$ cat src/rtl/zuc_pkg.sv
// Shared constants and helpers for the ZUC / EIA3 blocks.
package zuc_pkg;

  localparam int ZUC_WORD_W = 32;
  localparam int ZUC_BW     = 8;
  localparam int ZUC_KW     = 4;

  // n valid bytes -> MSB-aligned keep mask (n = 1..4; 0 gives an empty mask)
  function automatic logic [ZUC_KW-1:0] zuc_keep_mask(input logic [2:0] n);
    logic [ZUC_KW-1:0] mask;
    mask = '0;
    for (int i = 0; i < ZUC_KW; i++) begin
      if (i < int'(n)) mask[ZUC_KW-1-i] = 1'b1;
    end
    return mask;
  endfunction

endpackage

$ cat src/rtl/zuc_regslice_chain.sv
// Chain of valid/ready register slices; each stage holds its word until popped.
module zuc_regslice_chain #(
  parameter int dw    = 32,
  parameter int depth = 1
) (
  input  logic          clk,
  input  logic          rst,
  input  logic          s_valid,
  output logic          s_ready,
  input  logic [dw-1:0] s_data,
  output logic          m_valid,
  input  logic          m_ready,
  output logic [dw-1:0] m_data
);

  logic [depth-1:0]         vld;
  logic [depth-1:0][dw-1:0] dat;
  logic [depth-1:0]         rdy;
  logic [depth-1:0]         in_v;
  logic [depth-1:0][dw-1:0] in_d;

  // A stage can accept when it is empty or its own word leaves this cycle
  always_comb begin
    logic r;
    r   = m_ready;
    rdy = '0;
    for (int i = depth - 1; i >= 0; i--) begin
      r      = !vld[i] || r;
      rdy[i] = r;
    end
  end

  always_comb begin
    in_v    = '0;
    in_d    = '0;
    in_v[0] = s_valid;
    in_d[0] = s_data;
    for (int i = 1; i < depth; i++) begin
      in_v[i] = vld[i-1];
      in_d[i] = dat[i-1];
    end
  end

  always_ff @(posedge clk or posedge rst) begin
    if (rst) begin
      vld <= '0;
      dat <= '0;
    end else begin
      for (int i = 0; i < depth; i++) begin
        if (rdy[i]) begin
          vld[i] <= in_v[i];
          if (in_v[i]) dat[i] <= in_d[i];
        end
      end
    end
  end

  assign s_ready = rdy[0];
  assign m_valid = vld[depth-1];
  assign m_data  = dat[depth-1];

endmodule

$ cat src/rtl/zuc_eia3_pack.sv
// Packs a byte stream MSB-first into 32-bit EIA3 words with keep mask,
// last flag and total message length.
module zuc_eia3_pack
  import zuc_pkg::*;
#(
  parameter int len_w = 16
) (
  input  logic                  clk,
  input  logic                  rst,
  input  logic                  s_valid,
  output logic                  s_ready,
  input  logic [ZUC_BW-1:0]     s_data,
  input  logic                  s_last,
  output logic                  m_valid,
  input  logic                  m_ready,
  output logic [ZUC_WORD_W-1:0] m_data,
  output logic [ZUC_KW-1:0]     m_keep,
  output logic                  m_last,
  output logic [len_w-1:0]      m_len,
  output logic                  m_len_ovf
);

  localparam int DW = ZUC_WORD_W + ZUC_KW + 1 + len_w + 1;

  logic [23:0]           acc;
  logic [1:0]            idx;
  logic [len_w-1:0]      count;
  logic                  ovf;

  logic                  accept;
  logic                  word_done;
  logic                  sat;
  logic [len_w-1:0]      count_next;
  logic                  ovf_next;
  logic [ZUC_WORD_W-1:0] word;
  logic [ZUC_KW-1:0]     keep;
  logic [len_w-1:0]      len_fld;
  logic                  ovf_fld;
  logic [DW-1:0]         slice_in;
  logic [DW-1:0]         slice_out;

  assign accept     = s_valid && s_ready;
  assign word_done  = (idx == 2'd3) || s_last;
  assign sat        = &count;
  assign count_next = sat ? count : count + 1'b1;
  assign ovf_next   = ovf | sat;

  // Lanes above idx are still zero in acc, so unused lanes of a short last word stay 0
  always_comb begin
    word    = {acc, 8'h00} | ({24'h000000, s_data} << {~idx, 3'b000});
    keep    = zuc_keep_mask({1'b0, idx} + 3'd1);
    len_fld = s_last ? count_next : '0;
    ovf_fld = s_last & ovf_next;
  end

  always_ff @(posedge clk or posedge rst) begin
    if (rst) begin
      acc   <= '0;
      idx   <= '0;
      count <= '0;
      ovf   <= 1'b0;
    end else if (accept) begin
      if (word_done) begin
        acc <= '0;
        idx <= '0;
      end else begin
        acc <= word[31:8];
        idx <= idx + 2'd1;
      end
      if (s_last) begin
        count <= '0;
        ovf   <= 1'b0;
      end else begin
        count <= count_next;
        ovf   <= ovf_next;
      end
    end
  end

  assign slice_in = {word, keep, s_last, len_fld, ovf_fld};

  zuc_regslice_chain #(
    .dw    (DW),
    .depth (1)
  ) u_out_reg (
    .clk     (clk),
    .rst     (rst),
    .s_valid (accept && word_done),
    .s_ready (s_ready),
    .s_data  (slice_in),
    .m_valid (m_valid),
    .m_ready (m_ready),
    .m_data  (slice_out)
  );

  assign {m_data, m_keep, m_last, m_len, m_len_ovf} = slice_out;

endmodule
$ cat config.mk
export PLATFORM = sky130hd
export DESIGN_NAME = zuc_eia3_pack
export DESIGN_NICKNAME = d
export VERILOG_FILES = /design/src/rtl/zuc_pkg.sv /design/src/rtl/zuc_regslice_chain.sv /design/src/rtl/zuc_eia3_pack.sv
export SDC_FILE = /design/constraint.sdc
export NUM_CORES = 1
export LEC_CHECK = 0
export CAP_MARGIN = 20
export CORE_MARGIN = 4
export CORE_UTILIZATION = 40
export DETAILED_ROUTE_END_ITERATION = 8
export PLACE_DENSITY = 0.71
export SLEW_MARGIN = 20
export SYNTH_ARGS = -nofsm -noshare
export SYNTH_HDL_FRONTEND = slang
export SYNTH_SLANG_ARGS = --single-unit
$ cat constraint.sdc
create_clock -name clk -period 10.5 [get_ports clk]
set_input_delay 2.625 -clock clk [delete_from_list [all_inputs] [get_ports clk]]
set_output_delay 2.625 -clock clk [all_outputs]
set_load 0.05 [all_outputs]
=== Word-level counts from Yosys, hierarchy flattened ===
Index checks and enable logic that the tools add are counted.

* Logic and storage cells: 36
* Output and inout port bits: 56
* Bits in latches: 0
* Memories: 0
* Memory bits (writable): 0
* Bits in read-only memories: 0
* Flip-flop bits (word level): 98

* Multiplexer cells: 10
* Add/sub/neg operators: 3
* Reductions and logical operators: 7
* $lt $le $gt $ge: 4
* Equal/unequal tests: 1
* Shifts and indexed selects: 1
* Multiply operators: 0
* Divide/modulo/power cells: 0
* Bitwise logic cells: 4

{| class="wikitable"
|+ Operators with widths
! operator !! number
|-
| 2-to-1 mux 16 bit || 3
|-
| bitwise OR 32 bit || 1
|-
| left shift 8 x 5 -> 32 bit || 1
|-
| 2-to-1 mux 24 bit || 1
|-
| adder 16 x 1 -> 16 bit (second input constant) || 1
|-
| AND reduction 16 bit || 1
|-
| < comparator 1 x 3 -> 1 bit (first input constant) || 2
|-
| < comparator 2 x 3 -> 1 bit (first input constant) || 2
|-
| 2-to-1 mux 1 bit || 5
|-
| adder 2 x 1 -> 3 bit (second input constant) || 1
|-
| adder 2 x 1 -> 2 bit (second input constant) || 1
|-
| equality test 2 bit (second input constant) || 1
|-
| logical AND 1 bit || 2
|-
| logical OR 1 bit || 2
|-
| 2-to-1 mux 2 bit || 1
|-
| inverter 2 bit || 1
|-
| AND reduction 2 bit || 1
|-
| AND 1 bit || 1
|-
| zero test 1 bit || 1
|-
| bitwise OR 1 bit || 1
|}

=== Depth between registers and ports, before layout ===
* Depth in word-level cells: 5
* Mapped depth: 8

=== Hierarchy ===
A second synthesis with hierarchy kept.

* Cell total of the unflattened synthesis: 444
* Area, all modules: 4,848.4 sq um

{| class="wikitable"
|+ Modules (own cells, without submodules)
! module !! sequential area each (sq um) !! cells an instance !! instances !! area each (sq um)
|-
| zuc_eia3_pack || 1,076.0 || 326 || 1 || 2,585.0
|-
| zuc_regslice_chain || 1,376.3 || 118 || 1 || 2,263.4
|}

=== Least setup slack after synthesis ===
No wires, ideal clock.

* Path kind: in2out
* Start point: in m_ready
* End point: out s_ready
* Stages: 2
* Arrival: 3.272 ns
* Path buffers: 0
* Data required time: 7.875 ns
* Setup slack: 4.603 ns
* Path through: and2b_2 clkinv_1

* Cells in the longest elaborated chain, start to end: 1

{| class="wikitable"
|+ RTL lines
! element !! line !! RTL
|-
| start: declaration || zuc_eia3_pack.sv:15 || <nowiki>input logic m_ready,</nowiki>
|-
| logical OR 1 bit || zuc_regslice_chain.sv:28 || <nowiki>r = !vld[i] || r;</nowiki>
|-
| end: declaration || zuc_eia3_pack.sv:11 || <nowiki>output logic s_ready,</nowiki>
|}

No other way between the ends.

=== Worst setup path in the final report ===
Ends and elaborated chain as after synthesis.

==> run_results.csv <==
group,metric,value,unit
status,outcome,"complete, no violations",
synthesis,synth_edf_count,0,
clocking,numCtsBuffers,9,
die,row_count,38,
setup_path,cp.buffers_inverters,3,
clocking,post_cts_buffers,0,
timing,relSlewSlack,29.5,%
setup_path,cp.required,7.88,ns
setup_path,cp_max_fo,8,
die,die_area,0.0131,mm^2
layout,nets,536,
synthesis,async_reset_ff_share,100,%
timing,tns,0,ns
setup_path,crit_family,"buffers and inverters",
synthesis,synth-seq-cells,98,
clocking,clockRootBuffer,"clkbuf_16",
clocking,clock_path_buffers,2,
clocking,clk_pin_slew,0.07,ns
setup_path,cp_slowest_stage_delay,0.86,ns
layout,drive_gt1_share,7.63,%
placed_design,dp.cells,648,
die,initial_core_util,41.4,%
clocking,cts_tree,"yes",
placed_design,placed_area,0.00523,mm^2
grt,antenna_found_initial,0,
synthesis,yosysSeqAreaShare,54.2,%
timing,fin_ws,3.45,ns
layout,diodes,0,
detailed_routing,drtPass1Iterations,5,
clocking,cts_repair_resize_count,0,
grt,grt_usage,17.9,%
timing,setup_violations,0,
grt,grt_max_degree,76,
setup_path,crit_chain,"clkdlybuf4s50_1 > and2b_2 > clkinv_1 > clkdlybuf4s50_1",
die,fp.dieW,114,um
detailed_routing,wl_per_cell,17.1,um
placed_design,gpl.final_weighted_congestion,0.870,
grt,globalRoute.totalOverflow,0,
setup_path,criticalPathCategory,"in -> out",
placed_design,dp_hpwl,7.67,mm
die,fp.dieH,114,um
timing,worstMarginPinSlew,1.05,ns
layout,fill_cells,1003,
layout,multi_input_area,0.00184,mm^2
detailed_routing,vias,3772,
clocking,h-tree-depth,3,
setup_path,crit_path_start_kind,"input port",
clocking,worstSkewPairLatency,0.35,ns
hold_path,hold_class,"reg -> reg",
synthesis,yosysUniqueCellTypes,59,
timing,post-route-min-period,7.05,ns
timing,min_period_over_period,67.1,%
grt,grt_pass1_vias,3729,
setup_path,reg2reg_slack,7.84,ns
synthesis,avgSynthCellArea,9.59,um^2
pwr,total_power,1.25,mW
layout,regArea,0.00245,mm^2
layout,syn2layout_area_growth,22.6,%
detailed_routing,viasPerCell,5.68,
pwr,power_density,226,mW/mm^2
timing,skew,0.00978,ns
grt,grt_pass1_wl,18.9,mm
synthesis,synthFlopType,"dfrtp_1",
detailed_routing,dr.first_iter.drc_count,292,
pwr,p_leak,2.38,nW
setup_path,endpoint_kind,"output port",
layout,fin_cells,664,
synthesis,yosysWarnings,0,
timing,rsz0062_at_grt,"false",
pwr,ir_worst_vdd,122,uV
clocking,numClockSinks,98,
synthesis,synthesis.nets,489,
setup_path,critPathMostFrequentCell,"clkdlybuf4s50_1",
clocking,cts_hold_buf,0,
timing,hold_violations,0,
timing,fmax,142,MHz
timing,drv_slew,0,
detailed_routing,drcViolationCount,0,
synthesis,synth_cells,472,
setup_path,cp.arrival,4.42,ns
detailed_routing,drtAntennaViolNets,0,
synthesis,syn_area,0.00453,mm^2
placed_design,portBuffers,68,
setup_path,cp_slowest_cell,"clkdlybuf4s50_1",
die,ioPinCount,69,
placed_design,place_ws,3.51,ns
detailed_routing,wirelength,11.3,mm
die,design.core.area,0.0109,mm^2
layout,final_cell_area,0.00555,mm^2
run,drv_cap,0,
## power by group
group / internal [mW] / switching, mW
Clock: 0.192 / 0.162
Combinational: 0.124 / 0.266
Sequential: 0.448 / 0.0598
## stage by stage
stage	hold slack (ns)	util, %
finish	0.483	50.7
global route	0.512	50.7
floorplan	0.457	-
detailed placement	0.473	47.8
CTS	0.491	50.7
global placement	0.460	47.8
## registers in the layout, indices dropped and copies added (netlist names)
signal and count:
u_out_reg.m_valid 1, ovf 1, u_out_reg.m_data 54, acc 24, count 16, idx 2
## routing by layer
metal	wire, um	vias to the layer above	track usage, %	part of all wire [%]
met4	172	0	4.35	1.5
met2	5370	136	28.8	47
met3	658	20	4.12	5.8
met1	5150	1854	24.6	45
li1	-	1762	-	-
met5	0	-	0	0
## logic make-up after synthesis
kind of cell	share of synthesized area (%)
AO/OA/AOI/OAI	18.4
multiplexers	0.691
XOR/XNOR	1.35
AND/OR/NAND/NOR	19.0
flip-flops	54.2
adder cells (fa/ha/maj)	1.11
buffers and inverters	5.31
## cell usage after synthesis (2+ instances only)
library cell	count	area, um^2
dfrtp_1	98	2450
nand2_1	64	240
a21oi_1	59	295
o21ai_0	51	255
nor2_1	36	135
nand3_1	26	130
clkbuf_1	22	82.6
inv_1	11	41.3
nor4_1	6	37.5
o311ai_0	6	52.6
xnor2_1	6	52.6
and3_1	5	31.3
o211ai_1	5	37.5
buf_4	4	30.0
ha_1	4	50.1
or3_1	4	25.0
buf_2	3	15.0
clkbuf_8	3	41.3
nand4_4	3	63.8
nor3_1	3	15.0
o41ai_1	3	26.3
or4_1	3	22.5
or4b_2	3	30.0
a21o_1	2	15.0
a22oi_1	2	15.0
a31o_2	2	17.5
and2_1	2	12.5
and4_1	2	17.5
buf_1	2	7.51
mux2i_1	2	20.0
nor2b_1	2	12.5
## area by class of cell
type                       count  share of cell area [%]
timing repair buffer          72                    12.8
clock buffer                   9                    4.06
sequential                    98                    44.2
tap                          140                    3.16
inverter                      12                   0.857
clock inverter                 7                    1.78
multi-input combinational    326                    33.1
## worst paths after layout
| kind | end | cells past startpoint | start |
|---|---|---|---|
| max | s_ready | 4 | m_ready |
| min | u_out_reg.m_data[21] | 1 | u_out_reg.m_data[21] |
| max reg2reg | u_out_reg.m_data[5] | 6 | idx[0] |
| min reg2reg | u_out_reg.m_data[21] | 1 | u_out_reg.m_data[21] |
| max in group asynchronous | u_out_reg.m_valid | 3 | rst |
| min in group asynchronous | u_out_reg.m_data[47] | 2 | rst |
## layout by cell type, fill, tap and decap left out, types with 3 or more instances in the layout
cell | netlist | final
o21ai_0 | 51 | 51
nand3_1 | 26 | 26
clkbuf_16 | 0 | 9
o311ai_0 | 6 | 6
o211ai_1 | 5 | 5
dfrtp_1 | 98 | 98
nand4_4 | 3 | 3
nor4_1 | 6 | 6
a21oi_1 | 59 | 59
or4_1 | 3 | 3
nor2_1 | 36 | 36
and3_1 | 5 | 5
clkdlybuf4s50_1 | 0 | 68
ha_1 | 4 | 4
or3_1 | 4 | 3
inv_1 | 11 | 10
nand2_1 | 64 | 64
buf_4 | 4 | 4
or4b_2 | 3 | 3
o41ai_1 | 3 | 3
xnor2_1 | 6 | 6
Power figures use the tool's default switching activity.
